`config.mk`:
```
export PLATFORM = sky130hd
export DESIGN_NAME = mem_requester
export DESIGN_NICKNAME = d
export VERILOG_FILES = /design/src/rtl/mem_requester.sv
export SDC_FILE = /design/constraint.sdc
export NUM_CORES = 1
export LEC_CHECK = 0
export CORE_MARGIN = 2
export CORE_UTILIZATION = 50
export DETAILED_ROUTE_END_ITERATION = 16
export PLACE_DENSITY = 0.85
export SYNTH_ARGS = -nofsm -noshare
export SYNTH_HDL_FRONTEND = slang
export SYNTH_SLANG_ARGS = --single-unit
export TNS_END_PERCENT = 5
```
`constraint.sdc`:
```
create_clock -name clk -period 5.25 [get_ports clk]
set_input_delay 0.7875 -clock clk [delete_from_list [all_inputs] [get_ports clk]]
set_output_delay 0.7875 -clock clk [all_outputs]
set_load 0.02 [all_outputs]
```
`src/rtl/mem_requester.sv`:
```
// mem_requester: client-side endpoint of the memory-controller FIFO protocol with an out-of-order TID scoreboard.
// Optional watchdog: define MEM_REQUESTER_WATCHDOG_EN to enable the timeout_err counter.
module mem_requester #(
  parameter int DATA_WIDTH      = 32,
  parameter int ADDR_WIDTH      = 31,
  parameter int TID_WIDTH       = 16,
  parameter int MAX_OUTSTANDING = 8,
  parameter int TIMEOUT_CYCLES  = 1024
) (
  input  logic                                    clk,
  input  logic                                    reset,
  input  logic                                    req_valid,
  output logic                                    req_ready,
  input  logic                                    req_rw,
  input  logic [ADDR_WIDTH-1:0]                   req_addr,
  input  logic [DATA_WIDTH-1:0]                   req_data,
  output logic                                    write_ctr,
  output logic [TID_WIDTH+ADDR_WIDTH+DATA_WIDTH:0] data_out,
  input  logic                                    full_flag,
  output logic                                    read_ctr,
  input  logic [TID_WIDTH+DATA_WIDTH-1:0]         data_in,
  input  logic                                    empty_flag,
  output logic                                    rsp_valid,
  output logic [TID_WIDTH-1:0]                    rsp_tid,
  output logic                                    rsp_rw,
  output logic [DATA_WIDTH-1:0]                   rsp_data,
  output logic [$clog2(MAX_OUTSTANDING+1)-1:0]    outstanding,
  output logic                                    err_unexpected,
  output logic                                    timeout_err
);

  localparam int SLOT_W = (MAX_OUTSTANDING > 1) ? $clog2(MAX_OUTSTANDING) : 1;
  localparam int CNT_W  = $clog2(MAX_OUTSTANDING + 1);
  localparam logic [CNT_W-1:0] MAX_CNT = CNT_W'(MAX_OUTSTANDING);

  if (MAX_OUTSTANDING < 2 || (MAX_OUTSTANDING & (MAX_OUTSTANDING - 1)) != 0 ||
      TIMEOUT_CYCLES < 1) begin : g_bad_params
    $error("mem_requester: MAX_OUTSTANDING must be a power of 2 >= 2 and TIMEOUT_CYCLES >= 1");
  end

  logic [MAX_OUTSTANDING-1:0] busy;
  logic [MAX_OUTSTANDING-1:0] slot_rw;
  logic [TID_WIDTH-1:0]       slot_tid [MAX_OUTSTANDING];
  logic [TID_WIDTH-1:0]       next_tid;
  logic                       pop_d;

  logic [SLOT_W-1:0]     issue_slot;
  logic [SLOT_W-1:0]     rsp_slot;
  logic [TID_WIDTH-1:0]  in_tid;
  logic [DATA_WIDTH-1:0] in_data;
  logic                  issue;
  logic                  hit;
  logic                  retire;

  // A TID owns slot TID mod MAX_OUTSTANDING, so issue also stalls while that slot is still busy.
  assign issue_slot = next_tid[SLOT_W-1:0];
  assign req_ready  = !reset && !full_flag && (outstanding < MAX_CNT) && !busy[issue_slot];
  assign write_ctr  = req_valid && req_ready;
  assign issue      = write_ctr;
  assign data_out   = {next_tid, req_rw, req_addr, req_data};

  assign read_ctr = !reset && !empty_flag;
  assign in_tid   = data_in[TID_WIDTH+DATA_WIDTH-1:DATA_WIDTH];
  assign in_data  = data_in[DATA_WIDTH-1:0];
  assign rsp_slot = in_tid[SLOT_W-1:0];
  assign hit      = busy[rsp_slot] && (slot_tid[rsp_slot] == in_tid);
  assign retire   = pop_d && hit;

  always_ff @(posedge clk) begin
    if (reset) begin
      busy     <= '0;
      slot_rw  <= '0;
      next_tid <= '0;
      for (int i = 0; i < MAX_OUTSTANDING; i++) begin
        slot_tid[i] <= '0;
      end
    end else begin
      if (retire) begin
        busy[rsp_slot] <= 1'b0;
      end
      if (issue) begin
        busy[issue_slot]     <= 1'b1;
        slot_tid[issue_slot] <= next_tid;
        slot_rw[issue_slot]  <= req_rw;
        next_tid             <= next_tid + 1'b1;
      end
    end
  end

  always_ff @(posedge clk) begin
    if (reset) begin
      outstanding <= '0;
    end else if (issue && !retire) begin
      outstanding <= outstanding + 1'b1;
    end else if (retire && !issue) begin
      outstanding <= outstanding - 1'b1;
    end
  end

  // Unmatched words are dropped; only the sticky error flag records them.
  always_ff @(posedge clk) begin
    if (reset) begin
      pop_d          <= 1'b0;
      rsp_valid      <= 1'b0;
      rsp_tid        <= '0;
      rsp_rw         <= 1'b0;
      rsp_data       <= '0;
      err_unexpected <= 1'b0;
    end else begin
      pop_d     <= read_ctr;
      rsp_valid <= retire;
      if (retire) begin
        rsp_tid  <= in_tid;
        rsp_rw   <= slot_rw[rsp_slot];
        rsp_data <= in_data;
      end
      if (pop_d && !hit) begin
        err_unexpected <= 1'b1;
      end
    end
  end

`ifdef MEM_REQUESTER_WATCHDOG_EN
  localparam int WD_W = $clog2(TIMEOUT_CYCLES + 1);
  localparam logic [WD_W-1:0] WD_LIMIT = WD_W'(TIMEOUT_CYCLES);
  localparam logic [WD_W-1:0] WD_LAST  = WD_W'(TIMEOUT_CYCLES - 1);

  logic [WD_W-1:0] wd_cnt;

  // Counts cycles of no progress while work is in flight; saturates at the limit.
  always_ff @(posedge clk) begin
    if (reset) begin
      wd_cnt      <= '0;
      timeout_err <= 1'b0;
    end else if (retire || outstanding == '0) begin
      wd_cnt <= '0;
    end else if (wd_cnt != WD_LIMIT) begin
      wd_cnt <= wd_cnt + 1'b1;
      if (wd_cnt == WD_LAST) begin
        timeout_err <= 1'b1;
      end
    end
  end
`else
  assign timeout_err = 1'b0;
`endif

endmodule

```
==> impl_metrics.csv, run 1 <==
group,metric,value,unit
outcome,status,"complete, no violations",
cts,cts_buffers,23,
detailed_routing,drc_errors,0,
detailed_routing,drt_iter0_markers,605,
detailed_routing,via_count,7382,
final_layout,antenna_cells,0,
grt,grt_pass1_vias,7202,
synth,ys_warn_count,0,
pwr,power.leakage,4.221,nW
timing,max_freq,216.0,MHz
floorplanning,die_h,147.0,um
setup_path,r2r_slack,1.47,ns
detailed_routing,ant_nets,0,
placement,place_hpwl,16410,um
placement,port_buffers,128,
synth,synth_area_leaders,"edfxtp_1 38%, dfxtp_1 17%, buf_4 5.0%",
cts,cts-root-buf,"clkbuf_16",
cts,clock_latency,0.51,ns
grt,antenna_found_initial,0,
detailed_routing,wl_per_cell,21.23,um
setup_path,path_max_fanout,29,
timing,setup_tns,0,ns
floorplanning,start_util,50.71,%
floorplanning,coreArea,20170,um2
setup_path,worstReg2RegStart,"slot_tid[2][4]$_SDFFCE_PN0P_",
min_path,min_from,"rsp_tid[7]$_SDFFE_PP0N_",
setup_path,crit_slowest_cell,"clkdlybuf4s50_1",
timing,fin_crit_sh,88.18,%
setup_path,crit_arrival,5.07,ns
setup_path,critPathKind,"input port to register",
setup_path,cp.buffers_inverters,3,
timing,tightest_slew,1.156,ns
floorplanning,dieArea,21610,um2
timing,finalSetupViolCount,0,
floorplanning,rows,52,
grt,grt_overflow,0,
pwr,peakVddDrop,195.2,uV
synth,yosysUniqueCellTypes,59,
cts,post-cts-setup-buffers,0,
setup_path,cp_slowest_stage_delay,0.75,ns
cts,cts_tree,"built",
grt,grt_pass1_wl,39960,um
cts,ctsHoldBuffers,0,
synth,avgSynthCellArea,11.26,um2
setup_path,start_kind,"input port",
setup_path,reg2regPathDepth,14,
timing,rsz0062_at_grt,"no",
synth,synth_top_cell_by_area,"edfxtp_1",
min_path,hold_depth,2,
cts,h-tree-depth,1,
synth,ys.flop_type,"edfxtp_1",
floorplanning,io_pins,256,
timing,hold_violations,0,
timing,period_minus_slack,4.630,ns
final_layout,syn_to_final_growth,16.23,%
timing,worst_hold_slack,0.4688,ns
final_layout,final_nets,1068,
synth,yosysTopAreaCellShare,37.58,%
timing,worst_clock_skew,0.01878,ns
pwr,p_total,0.003658,W
pwr,pwr_density_cell,307.7,nW/um2
flow_run,maxCapViolations,0,
synth,synth_edf_count,128,
floorplanning,fp.dieW,147.0,um
synth,synthCells,908,
cts,clockBufferDepth,3,
grt,grt_max_degree,59,
final_layout,layout_commonest_cell,"edfxtp_1",
setup_path,crit_required,5.69,ns
synth,yosysSeqAreaShare,54.81,%
timing,timing.final.max_slew_violations,0,
setup_path,cp_top_family,"buffers and inverters",
min_path,min_to,"rsp_tid[7]$_SDFFE_PP0N_",
setup_path,end_kind,"register",
cts,clock_sinks,216,
final_layout,drive_gt1_share,9.252,%
detailed_routing,drt_first_pass_iters,5,
final_layout,fin_area,11890,um2
grt,grt_usage,23.74,%
setup_path,rr_endpoint,"outstanding[3]$_SDFFE_PP0P_",
placement,place_congestion,0.8549,
synth,async_reset_ff_share,0,%
final_layout,mostFrequentLayoutCells,"128 x edfxtp_1, 125 x clkdlybuf4s50_1, 87 x dfxtp_1, 66 x and2_1, 58 x o21ai_0",
cts,cts.repair.resized,0,
placement,placed_cell_area,11180,um2
timing,max-slew-margin-rel,22.93,%
setup_path,crit_chain,"clkdlybuf4s50_1, buf_12, mux4_1, mux2i_1, xnor2_1, a2111oi_4, nand4_2, or2_2, ha_1, inv_1, ha_1, a21o_1, a21oi_1, xnor2_1, or3_1, a21oi_1",
min_path,worstHoldPathType,"register to register",
cts,clk_pin_slew,0.06,ns
detailed_routing,avgViaCountPerCell,5.992,
synth,syn_area,10230,um2
detailed_routing,routed_wirelength,26150,um
synth,synth_seq_cells,216,
## metrics by stage
stage	std cells	utilization [%]	setup slack (ns)
after floorplan	920	-	0.8575
after global placement	1191	55.41	0.2279
after detailed placement	1191	55.41	0.1077
after CTS	1232	58.94	0.6208
after global routing	1232	58.94	0.3836
final	1232	58.94	0.6204
## final cells by class
type | count | area (um2)
Fill cell | 1591 | 8282
Timing Repair Buffer | 147 | 1421
Tap cell | 270 | 337.8
Sequential cell | 216 | 5607
Inverter | 16 | 60.06
Multi-Input combinational cell | 542 | 3750
Clock buffer | 32 | 639.4
Clock inverter | 9 | 72.57
## power breakdown
part	switching, W	internal (W)	total, W
registers	0.0000256	0.00184	0.00187
clock network	0.000638	0.000898	0.00154
logic	0.000141	0.000114	0.000255
total	0.000805	0.00285	0.00366
## tightest hold or removal path, delay by kind of cell (launching register included)
| family | cells | cell delay, ns |
|---|---|---|
| DFF | 1 | 0.30 |
| AOI/OAI and AO/OA | 2 | 0.12 |
## logic make-up after synthesis
kind of cell               share of synthesized area, %
and+or+nand+nor                                   16.15
DFF                                               54.81
buffers and inverters                             9.053
AOI/OAI and AO/OA                                 8.527
muxes                                             8.686
xor gates and xnor gates                          2.055
adders and majority gates                        0.6851
other                                           0.03667
## flip-flops by register name, indices dropped and copies added (netlist names)
register        count
slot_tid          128
rsp_data           32
next_tid           16
rsp_tid            16
busy                8
slot_rw             8
outstanding         4
err_unexpected      1
pop_d               1
rsp_rw              1
rsp_valid           1
## layer usage
layer / routed length [um] / share of wire (%) / vias to the layer above / track usage [%]
li1: - / - / 3299 / -
met1: 10280 / 39 / 3556 / 31.26
met2: 12170 / 47 / 444 / 37.28
met3: 2753 / 11 / 83 / 6.925
met4: 947 / 3.6 / 0 / 9.519
met5: 0 / 0 / - / 0
## Yosys cell counts, types with 11 or more instances
cell,n
nor3_1,17
nand2_1,28
nand2b_1,22
buf_2,14
clkbuf_1,57
and3_1,28
nand4_1,53
and2_1,66
dfxtp_1,88
mux2i_1,25
o21ai_0,58
xor2_1,12
mux4_1,11
buf_4,68
inv_1,13
mux4_2,11
nor2_1,36
edfxtp_1,128
xnor2_1,12
a21oi_1,57
## worst max-delay path by stage
stage	endpoint	start	cells past startpoint	slack [ns]
2_1_floorplan	outstanding[3]$_SDFFE_PP0P_	data_in[34]	18	0.86
3_3_place_gp	outstanding[3]$_SDFFE_PP0P_	data_in[33]	16	0.23
3_5_place_dp	outstanding[3]$_SDFFE_PP0P_	data_in[33]	16	0.11
4_1_cts	outstanding[3]$_SDFFE_PP0P_	data_in[33]	16	0.62
5_1_grt	outstanding[3]$_SDFFE_PP0P_	data_in[33]	16	0.38
6_report	outstanding[3]$_SDFFE_PP0P_	data_in[33]	16	0.62
Note: power is estimated with default switching activity, not from simulation.
==> inputs of run 2 (changes only) <==
--- a/config.mk
+++ b/config.mk
@@ -5,7 +5,7 @@
 export SDC_FILE = /design/constraint.sdc
 export NUM_CORES = 1
 export LEC_CHECK = 0
-export CORE_MARGIN = 2
+export CORE_MARGIN = 3
 export CORE_UTILIZATION = 50
 export DETAILED_ROUTE_END_ITERATION = 16
 export PLACE_DENSITY = 0.85
==> run 2 against run 1 <==
Against the previous run: utilization is 1.3 points higher; combinational power is 4% higher; worst hold slack better by 0.0024 ns; final area is 0.20% higher; clock-buffer cell count grew 2; critical endpoint unchanged; largest power group unchanged; highest routed layer is now met5.
==> impl_metrics.csv, run 2 (synthesis results as in run 1) <==
group,metric,value,unit
final_layout,largest_reg_flops,128,
setup_path,cp.buffers_inverters,3,
cts,clock_sinks,216,
final_layout,reg_top3,"slot_tid (128), rsp_data (32)",
cts,cts-root-buf,"clkbuf_16",
setup_path,cp_top_family,"simple AND/OR/NAND/NOR gates",
detailed_routing,drt_iter0_markers,790,
cts,ctsHoldBuffers,0,
final_layout,final_util,60.22,%
floorplanning,rows,51,
floorplanning,fp.dieW,149.0,um
timing,rsz0062_at_grt,"no",
placement,port_buffers,128,
pwr,power.leakage,4.229,nW
detailed_routing,drt_first_pass_iters,6,
detailed_routing,avgViaCountPerCell,5.976,
setup_path,crit_slowest_cell,"or4_2",
final_layout,mostFrequentLayoutCells,"128 x edfxtp_1, 125 x clkdlybuf4s50_1, 88 x dfxtp_1, 66 x and2_1, 58 x o21ai_0",
floorplanning,start_util,51.70,%
timing,fin_crit_sh,90.22,%
placement,placed_cell_area,11180,um2
timing,tightest_slew,1.227,ns
final_layout,antenna_cells,0,
pwr,p_comb_share,7.1,%
cts,cts.repair.resized,0,
timing,hold_violations,0,
grt,grt_pass1_wl,41130,um
pwr,seqPwrFrac,50.1,%
timing,period_minus_slack,4.737,ns
pwr,power.switching,0.0008077,W
detailed_routing,ant_nets,0,
timing,max_freq,211.1,MHz
timing,finalSetupViolCount,0,
cts,clock_latency,0.50,ns
final_layout,layout_commonest_cell,"edfxtp_1",
pwr,pwr_density_cell,311.4,nW/um2
setup_path,crit_arrival,5.15,ns
min_path,worstHoldPathType,"register to register",
setup_path,crit_required,5.67,ns
cts,clk_pin_slew,0.06,ns
final_layout,syn_to_final_growth,16.47,%
final_layout,final_cells,1225,
pwr,clockPowerShare,42.8,%
setup_path,end_kind,"register",
placement,place_congestion,0.8339,
detailed_routing,wl_per_cell,22.16,um
pwr,switching_share,21.77,%
pwr,peakVddDrop,167.5,uV
grt,use_met2,38.31,%
grt,met3_usage,5.439,%
floorplanning,dieArea,22210,um2
floorplanning,coreArea,19780,um2
grt,grt_max_degree,97,
pwr,p_int,0.002902,W
grt,grt_usage,23.57,%
floorplanning,die_h,149.0,um
outcome,status,"complete, no violations",
timing,worst_clock_skew,0.007632,ns
setup_path,cp_slowest_stage_delay,0.61,ns
grt,grt_overflow,0,
timing,setup_tns,0,ns
timing,timing.final.max_slew_violations,0,
floorplanning,io_pins,256,
timing,max-slew-margin-rel,17.91,%
setup_path,crit_chain,"clkdlybuf4s50_1, buf_12, mux4_1, mux2i_1, xor2_1, nand4_1, or4_2, or2_2, ha_1, inv_1, ha_1, a21o_1, a21oi_1, xnor2_1, or3_1, a21oi_1",
grt,grt_pass1_vias,7308,
flow_run,maxCapViolations,0,
detailed_routing,drc_errors,0,
detailed_routing,routed_wirelength,27150,um
cts,clockBufferDepth,3,
setup_path,start_kind,"input port",
cts,cts_buffers,22,
setup_path,path_max_fanout,29,
final_layout,fin_area,11910,um2
placement,place_hpwl,17000,um
placement,placed_cells,1186,
grt,antenna_found_initial,1,
final_layout,final_nets,1067,
setup_path,critPathKind,"input port to register",
cts,h-tree-depth,1,
cts,post-cts-setup-buffers,0,
final_layout,top_register,"slot_tid",
grt,busiest_layer,"met2",
detailed_routing,via_count,7320,
cts,cts_tree,"built",
final_layout,drive_gt1_share,8.958,%
grt,grtUsageMet1,31.28,%
## run 2: metal layers
layer,share of wire [%],up-vias
li1,-,3284
met1,40,3554
met2,49,398
met3,8.1,82
met4,3.2,2
met5,0.044,-
## run 2: power by group through the flow
stage                     clock (W)  combinational (W)  sequential, W
after global placement            0           0.000254        0.00189
after CTS                   0.00160           0.000262        0.00186
after floorplan                   0           0.000226        0.00189
final                       0.00159           0.000264        0.00186
after detailed placement          0           0.000259        0.00190
after global routing        0.00166           0.000280        0.00186
## run 2: final timing paths
path / cells after the start / start / end / slack [ns]
hold reg to reg: 2 / rsp_tid[6]$_SDFFE_PP0N_ / rsp_tid[6]$_SDFFE_PP0N_ / 0.47
setup / recovery: 16 / data_in[33] / outstanding[3]$_SDFFE_PP0P_ / 0.51
setup reg to reg: 8 / next_tid[1]$_SDFFE_PP0P_ / slot_tid[5][13]$_SDFFCE_PN0P_ / 1.16
hold / removal: 2 / rsp_tid[6]$_SDFFE_PP0N_ / rsp_tid[6]$_SDFFE_PP0N_ / 0.47
## run 2: worst register-to-register path, stage by stage, from the launching register on
cell and delay [ns]:
dfxtp_1 0.70, mux2_2 0.42, a22oi_1 0.24, o2111ai_1 0.26
clkinv_1 0.29, nand2_1 0.09, buf_4 0.19, nor2_1 0.94
or2_2 0.60
## run 2: cell type report
| cell class | count | area [um2] |
|---|---|---|
| fill | 1498 | 7870 |
| sequential | 216 | 5605 |
| multi-input combinational | 542 | 3749 |
| timing repair buffer | 147 | 1434 |
| clock buffer | 34 | 646.9 |
| tap | 265 | 331.6 |
| clock inverter | 5 | 85.08 |
| inverter | 16 | 60.06 |
## run 2: through the flow
step,worst slack (ns),total power [W],hold WS [ns]
after CTS,0.5744,0.003720,0.4709
after floorplan,0.8575,0.002115,0.4456
after global routing,0.2712,0.003800,0.4877
final,0.5133,0.003709,0.4712
after global placement,0.1503,0.002146,0.4558
after detailed placement,0.06952,0.002154,0.4627
